**src/rtl/trap_service_pkg.sv**
```systemverilog
// Shared definitions for the trap flag / trap service path: FSM state
// encoding, trap-number constants, vector base and the positions of the
// PC trap flags 9:10 inside the two-bit trap_flags vector.
package trap_service_pkg;

    // Word offset of the trap vectors in the EPT/UPT (trap n lives at 420+n).
    localparam logic [8:0] VEC_BASE_DEFAULT = 9'o420;

    // PC flag numbers of the two trap bits and their index in trap_flags[0:1].
    localparam int FLAG_PDL_BIT = 9;
    localparam int FLAG_OVF_BIT = 10;
    localparam int PDL_IDX      = FLAG_PDL_BIT - 9;
    localparam int OVF_IDX      = FLAG_OVF_BIT - 9;

    // Trap number zero means "no trap pending".
    localparam logic [1:0] TRAP_NONE = 2'd0;

    typedef enum logic [1:0] {
        ST_IDLE,
        ST_REQ,
        ST_WAIT,
        ST_LOAD
    } trapState_t;

    // Word offset of the vector for trap number n.
    function automatic logic [8:0] vecOffset(input logic [8:0] base, input logic [1:0] n);
        return base + {7'd0, n};
    endfunction

endpackage

```
**src/rtl/trap_service_if.sv**
```systemverilog
// Memory read bus between the trap service (master) and the bus interface
// (slave). The request is held until acknowledged or abandoned.
interface trap_service_if #(
    parameter int PAGE_WIDTH = 11
);
    logic                  bus_req;
    logic [PAGE_WIDTH+8:0] bus_addr;
    logic                  bus_ack;
    logic [0:35]           bus_data;

    modport master (
        output bus_req,
        output bus_addr,
        input  bus_ack,
        input  bus_data
    );

    modport slave (
        input  bus_req,
        input  bus_addr,
        output bus_ack,
        output bus_data
    );
endinterface

```
**src/rtl/trap_service_flag_reg.sv**
```systemverilog
// PC trap flags 9:10. A flag restore overrides everything; otherwise the
// serviced trap bits are cleared and new overflow events are OR-ed in, so an
// event arriving in the same cycle as the clear is never lost.
module trap_service_flag_reg
    import trap_service_pkg::*;
(
    input  logic       clk,
    input  logic       rst,
    input  logic       clken,
    input  logic       set_ovf,
    input  logic       set_pdl,
    input  logic       flags_load,
    input  logic [0:1] flags_in,
    input  logic [0:1] clearMask,
    output logic [0:1] flags
);

    logic [0:1] setMask;

    // Place the event strobes at their flag positions.
    always_comb begin
        setMask          = 2'b00;
        setMask[PDL_IDX] = set_pdl;
        setMask[OVF_IDX] = set_ovf;
    end

    // Flag register: restore > (clear serviced, then set new events).
    always_ff @(posedge clk or posedge rst) begin
        if (rst) begin
            flags <= 2'b00;
        end else if (clken) begin
            if (flags_load) begin
                flags <= flags_in;
            end else begin
                flags <= (flags & ~clearMask) | setMask;
            end
        end
    end

endmodule

```
**src/rtl/trap_service.sv**
```systemverilog
// Trap service: on a trap cycle with a pending trap, fetch the trap
// instruction from EPT/UPT word 420+n, hand it to the IR path and clear the
// serviced trap bits. A fetch that is never acknowledged is abandoned after
// TIMEOUT wait cycles with an NXM strobe, leaving the flags untouched.
module trap_service
    import trap_service_pkg::*;
#(
    parameter int         PAGE_WIDTH = 11,
    parameter logic [8:0] VEC_BASE   = VEC_BASE_DEFAULT,
    parameter int         TIMEOUT    = 64
) (
    input  logic                  clk,
    input  logic                  rst,
    input  logic                  clken,
    input  logic                  set_ovf,
    input  logic                  set_pdl,
    input  logic                  flags_load,
    input  logic [0:1]            flags_in,
    input  logic                  trap_cycle,
    input  logic                  ni_load,
    input  logic                  user_mode,
    input  logic [PAGE_WIDTH-1:0] ept_page,
    input  logic [PAGE_WIDTH-1:0] upt_page,
    output logic [0:1]            trap_flags,
    output logic                  ir_load,
    output logic [0:35]           ir_data,
    output logic                  busy,
    output logic                  nxm,
    trap_service_if.master        bus
);

    localparam int CNT_W = (TIMEOUT > 2) ? $clog2(TIMEOUT) : 1;
    localparam logic [CNT_W-1:0] CNT_LAST = CNT_W'(TIMEOUT - 1);

    trapState_t            state;
    logic [1:0]            trapNum;
    logic [CNT_W-1:0]      waitCnt;
    logic [0:1]            clearMask;
    logic                  busReq;
    logic [PAGE_WIDTH+8:0] busAddr;

    // Only the trap actually being serviced is cleared, and only on LOAD.
    assign clearMask = (state == ST_LOAD) ? trapNum : 2'b00;

    trap_service_flag_reg u_flags (
        .clk       (clk),
        .rst       (rst),
        .clken     (clken),
        .set_ovf   (set_ovf),
        .set_pdl   (set_pdl),
        .flags_load(flags_load),
        .flags_in  (flags_in),
        .clearMask (clearMask),
        .flags     (trap_flags)
    );

    assign bus.bus_req  = busReq;
    assign bus.bus_addr = busAddr;
    assign busy         = (state != ST_IDLE);

    // Service FSM with registered bus request, address latch, IR capture,
    // strobes and the saturating wait counter.
    always_ff @(posedge clk or posedge rst) begin
        if (rst) begin
            state   <= ST_IDLE;
            trapNum <= TRAP_NONE;
            waitCnt <= '0;
            busReq  <= 1'b0;
            busAddr <= '0;
            ir_load <= 1'b0;
            ir_data <= '0;
            nxm     <= 1'b0;
        end else if (clken) begin
            ir_load <= 1'b0;
            nxm     <= 1'b0;
            case (state)
                ST_IDLE: begin
                    if (ni_load && trap_cycle && (trap_flags != TRAP_NONE)) begin
                        trapNum <= trap_flags;
                        busAddr <= {user_mode ? upt_page : ept_page,
                                    vecOffset(VEC_BASE, trap_flags)};
                        busReq  <= 1'b1;
                        state   <= ST_REQ;
                    end
                end
                ST_REQ: begin
                    waitCnt <= '0;
                    state   <= ST_WAIT;
                end
                ST_WAIT: begin
                    if (bus.bus_ack) begin
                        ir_data <= bus.bus_data;
                        ir_load <= 1'b1;
                        busReq  <= 1'b0;
                        state   <= ST_LOAD;
                    end else if (waitCnt == CNT_LAST) begin
                        nxm    <= 1'b1;
                        busReq <= 1'b0;
                        state  <= ST_IDLE;
                    end else begin
                        waitCnt <= waitCnt + 1'b1;
                    end
                end
                ST_LOAD: begin
                    state <= ST_IDLE;
                end
                default: begin
                    busReq <= 1'b0;
                    state  <= ST_IDLE;
                end
            endcase
        end
    end

endmodule

```
**src/flat_wrapper.sv**
```systemverilog
// flat-port wrapper written by rule: the top's interface ports become plain ports
module trap_service_flat import trap_service_pkg::*;
#(
    parameter int         PAGE_WIDTH = 11,
    parameter logic [8:0] VEC_BASE   = VEC_BASE_DEFAULT,
    parameter int         TIMEOUT    = 64
)
  (clk, rst, clken, set_ovf, set_pdl, flags_load, flags_in, trap_cycle, ni_load, user_mode, ept_page, upt_page, trap_flags, ir_load, ir_data, busy, nxm, bus_bus_req, bus_bus_addr, bus_bus_ack, bus_bus_data);
  trap_service_if #(.PAGE_WIDTH(PAGE_WIDTH)) bus_i ();
  input  logic clk;
  input  logic rst;
  input  logic clken;
  input  logic set_ovf;
  input  logic set_pdl;
  input  logic flags_load;
  input  logic [0:1] flags_in;
  input  logic trap_cycle;
  input  logic ni_load;
  input  logic user_mode;
  input  logic [PAGE_WIDTH-1:0] ept_page;
  input  logic [PAGE_WIDTH-1:0] upt_page;
  output logic [0:1] trap_flags;
  output logic ir_load;
  output logic [0:35] ir_data;
  output logic busy;
  output logic nxm;
  output wire logic [$bits(bus_i.bus_req)-1:0] bus_bus_req;
  output wire logic [$bits(bus_i.bus_addr)-1:0] bus_bus_addr;
  input wire logic [$bits(bus_i.bus_ack)-1:0] bus_bus_ack;
  input wire logic [$bits(bus_i.bus_data)-1:0] bus_bus_data;
  assign bus_bus_req = bus_i.bus_req;
  assign bus_bus_addr = bus_i.bus_addr;
  assign bus_i.bus_ack = bus_bus_ack;
  assign bus_i.bus_data = bus_bus_data;
  trap_service #(.PAGE_WIDTH(PAGE_WIDTH), .VEC_BASE(VEC_BASE), .TIMEOUT(TIMEOUT)) u_core (.clk(clk), .rst(rst), .clken(clken), .set_ovf(set_ovf), .set_pdl(set_pdl), .flags_load(flags_load), .flags_in(flags_in), .trap_cycle(trap_cycle), .ni_load(ni_load), .user_mode(user_mode), .ept_page(ept_page), .upt_page(upt_page), .trap_flags(trap_flags), .ir_load(ir_load), .ir_data(ir_data), .busy(busy), .nxm(nxm), .bus(bus_i));
endmodule
```
**config.mk**
```make
export PLATFORM = sky130hd
export DESIGN_NAME = trap_service_flat
export DESIGN_NICKNAME = d
export VERILOG_FILES = /design/src/rtl/trap_service_pkg.sv /design/src/rtl/trap_service_if.sv /design/src/rtl/trap_service_flag_reg.sv /design/src/rtl/trap_service.sv /design/src/flat_wrapper.sv
export SDC_FILE = /design/constraint.sdc
export NUM_CORES = 1
export LEC_CHECK = 0
export ABC_AREA = 1
export CAP_MARGIN = 20
export CORE_ASPECT_RATIO = 0.8
export CORE_UTILIZATION = 46
export CTS_CLUSTER_SIZE = 14
export DETAILED_ROUTE_END_ITERATION = 16
export PLACE_DENSITY = 0.94
export RECOVER_POWER = 25
export SLEW_MARGIN = 20
export SYNTH_ARGS = -nofsm -noshare
export SYNTH_HDL_FRONTEND = slang
export SYNTH_SLANG_ARGS = --single-unit
```
**constraint.sdc**
```tcl
create_clock -name clk -period 4.25 [get_ports clk]
set_input_delay 0.85 -clock clk [delete_from_list [all_inputs] [get_ports clk]]
set_output_delay 0.85 -clock clk [all_outputs]
set_load 0.02 [all_outputs]
```
==> results.json <==
{
  "comb_power_share_pct": 48.1,
  "finalClockSkew_ns": 0.00567,
  "seq_power_share_pct": 34.5,
  "cts_tree": "yes",
  "clockRootBuffer": "clkbuf_8",
  "cts_resized": 0,
  "synth_top_area_cell": "dfrtp_1",
  "via_count": 2565,
  "die_width_um": 93.5,
  "startpoint_type": "register",
  "fmax_mhz": 405,
  "portBuffers": 126,
  "die_h_um": 75.2,
  "holdBufCountCts": 0,
  "finalCritPeriodShare_pct": 58.2,
  "leakagePower_nw": 2.19,
  "coreArea_um2": 6410,
  "crit_buf_inv": 2,
  "swShare_pct": 38.3,
  "pwr-share-clk_pct": 17.4,
  "syn_inst": 325,
  "die_area_um2": 7020,
  "place_congestion": 0.847,
  "path_cells": "nor2_2 > inv_2 > clkdlybuf4s50_1",
  "globalRouteOverflowTotal": 0,
  "clk_latency_ns": 0.33,
  "track_usage_pct": 21.3,
  "status": "completed",
  "yosys.area_share.simple_pct": 17.2,
  "dp_hpwl_um": 5050,
  "first_global_vias": 2452,
  "htree_levels": 3,
  "nNetsFinal": 522,
  "drt_first_pass_iters": 4,
  "post-route-util_pct": 70.4,
  "fin_crit_ns": 2.47,
  "path_clk_slew_ns": 0.07,
  "netlist_top_cells_area": "dfrtp_1, o21ai_2, nand2_1",
  "antennaDiodeCount": 0,
  "path_depth": 3,
  "synth_compound_area_share_pct": 16.1,
  "maxSlewViolCount": 0,
  "final_hold_viol_count": 0,
  "whs_path_depth": 2,
  "syn_area_um2": 3080,
  "route.detailed.drc": 0,
  "antenna_found_initial": 0,
  "final_cell_area_um2": 4510,
  "rows": 26,
  "yosys_warnings": 0,
  "drt-total-wl_um": 7020,
  "max_stage_delay_ns": 0.61,
  "pre_cts_ws_ns": 1.51,
  "timing.final.ws_setup_ns": 1.78,
  "synth_xor_area_share_pct": 0,
  "layout.cells.non_filler": 539,
  "synth_top_family_by_area": "simple AND/OR/NAND/NOR gates",
  "synth_top_area_share_pct": 51.2,
  "avgRoutedWirePerCell_um": 13.0,
  "worstSetupEndpointType": "primary output",
  "viasPerCell": 4.76,
  "cp.arrival_ns": 1.62,
  "cts_setup_buffers": 0,
  "netSwitchingPower_mw": 1.13,
  "synth_area_per_cell_um2": 9.47,
  "grt_max_degree": 74,
  "crit_family": "buffers and inverters",
  "setup_viol": 0,
  "slew_headroom_pct": 8.66,
  "rsz0062_at_grt": "no",
  "cts_buffers": 9,
  "numClockSinks": 63,
  "synth_fa_ha_area_share_pct": 0.407,
  "synth.mux.area_fraction_pct": 3.58,
  "grt_first_pass_wirelength_um": 11300,
  "crit_required_ns": 3.40,
  "clk_path_buf_depth": 2,
  "ir_drop_mv": 0.315,
  "cp_max_fo": 6,
  "ys_ff_latch": 63,
  "tns_ns": 0,
  "ff2ff_path_depth": 6,
  "yosysSeqAreaShare_pct": 51.2,
  "maxCapViolations": 0,
  "p_int_mw": 1.82,
  "p_per_area_nw_per_um2": 654,
  "crit_type": "register to primary output",
  "hold_class": "register to register",
  "tightestPinTransition_ns": 1.37,
  "ioPinCount": 132,
  "start_util_pct": 48.0,
  "ant_nets": 0,
  "dp_cells": 524,
  "dpl-instance-area_um2": 4320,
  "drtIter0Drc": 115,
  "cp_slowest_cell": "clkdlybuf4s50_1",
  "areaGrowthSynthToFinish_pct": 46.7,
  "drive_gt1_share_pct": 17.8,
  "synth.distinct_cells": 28
}
## synth_stat cells (all sizes together)
master / instances
nor3: 1
mux2i: 11
a21oi: 3
nand3b: 1
o31ai: 1
nand4: 2
o22ai: 2
inv: 50
nand2: 92
nand3: 12
or2: 1
nor2: 12
o21bai: 1
dfrtp: 63
buf: 17
ha: 1
o21ai: 54
conb: 1
## logic make-up after synthesis
family	count (synthesis)
DFF	63
and+or+nand+nor	121
muxes	11
buffers and inverters	67
adders and majority gates	1
other	1
AOI/OAI and AO/OA	61
## placed cells by master (no fill, tap or decap), drive strengths merged, types with 5 or more instances in the layout
cell type,synthesis,routed
nor2,12,12
dfrtp,63,63
nand2,92,92
mux2i,11,11
clkbuf,0,11
o21ai,54,54
inv,50,50
conb,1,5
clkdlybuf4s50,0,123
nand3,12,12
## worst paths after layout
kind	to	startpoint	slack, ns
worst min-delay path	u_core.ir_data[34]	u_core.ir_data[34]	0.48
min in group asynchronous	u_core.ir_data[8]	rst	1.35
max in group asynchronous	u_core.ir_data[15]	rst	1.85
worst max-delay path	busy	u_core.state[1]	1.78
worst max register to register	u_core.ir_data[7]	u_core.state[1]	2.43
worst min register to register	u_core.ir_data[34]	u_core.ir_data[34]	0.48
## power by group through the flow
stage               sequential [mW]  clock, mW  combinational (mW)
finish                         1.02      0.513                1.42
global route                   1.06      0.558                1.53
global placement               1.01          0                1.38
detailed placement             1.02          0                1.43
CTS                            1.02      0.529                1.44
floorplan                      1.30          0               0.501
## routing by layer
metal	up-vias	share of wire, %	global-route usage (%)
met5	-	0	0
met1	1177	40	24.4
met3	18	6.6	7.88
met4	0	1.8	8.55
li1	1261	-	-
met2	109	51	36.7
## final cells by class
type	count	area (um2)
fill	478	1890
sequential	63	1580
timing repair buffer	128	1280
multi-input combinational	199	1170
inverter	50	193
clock buffer	11	151
tap	84	105
clock inverter	4	45.0
## registers in the layout, summed over array words and instances, names as in the netlist
register	count
u_core.ir_data	36
u_core.bus.bus_addr	13
u_core.waitCnt	6
u_core.state	2
u_core.u_flags.flags	2
u_core.bus.bus_req	1
u_core.ir_load	1
u_core.nxm	1
u_core.trapNum	1
## tightest hold or removal path, stage by stage, from the launching register on
cell     delay (ns)
dfrtp_1        0.34
nand2_1        0.06
o21ai_2        0.05
## stage by stage
step                power (mW)  hold WS [ns]
global route              3.14         0.515
detailed placement        2.45         0.467
finish                    2.95         0.480
floorplan                 1.80         0.468
global placement          2.40         0.457
CTS                       2.99         0.484
(Power assumes the default switching activity.)
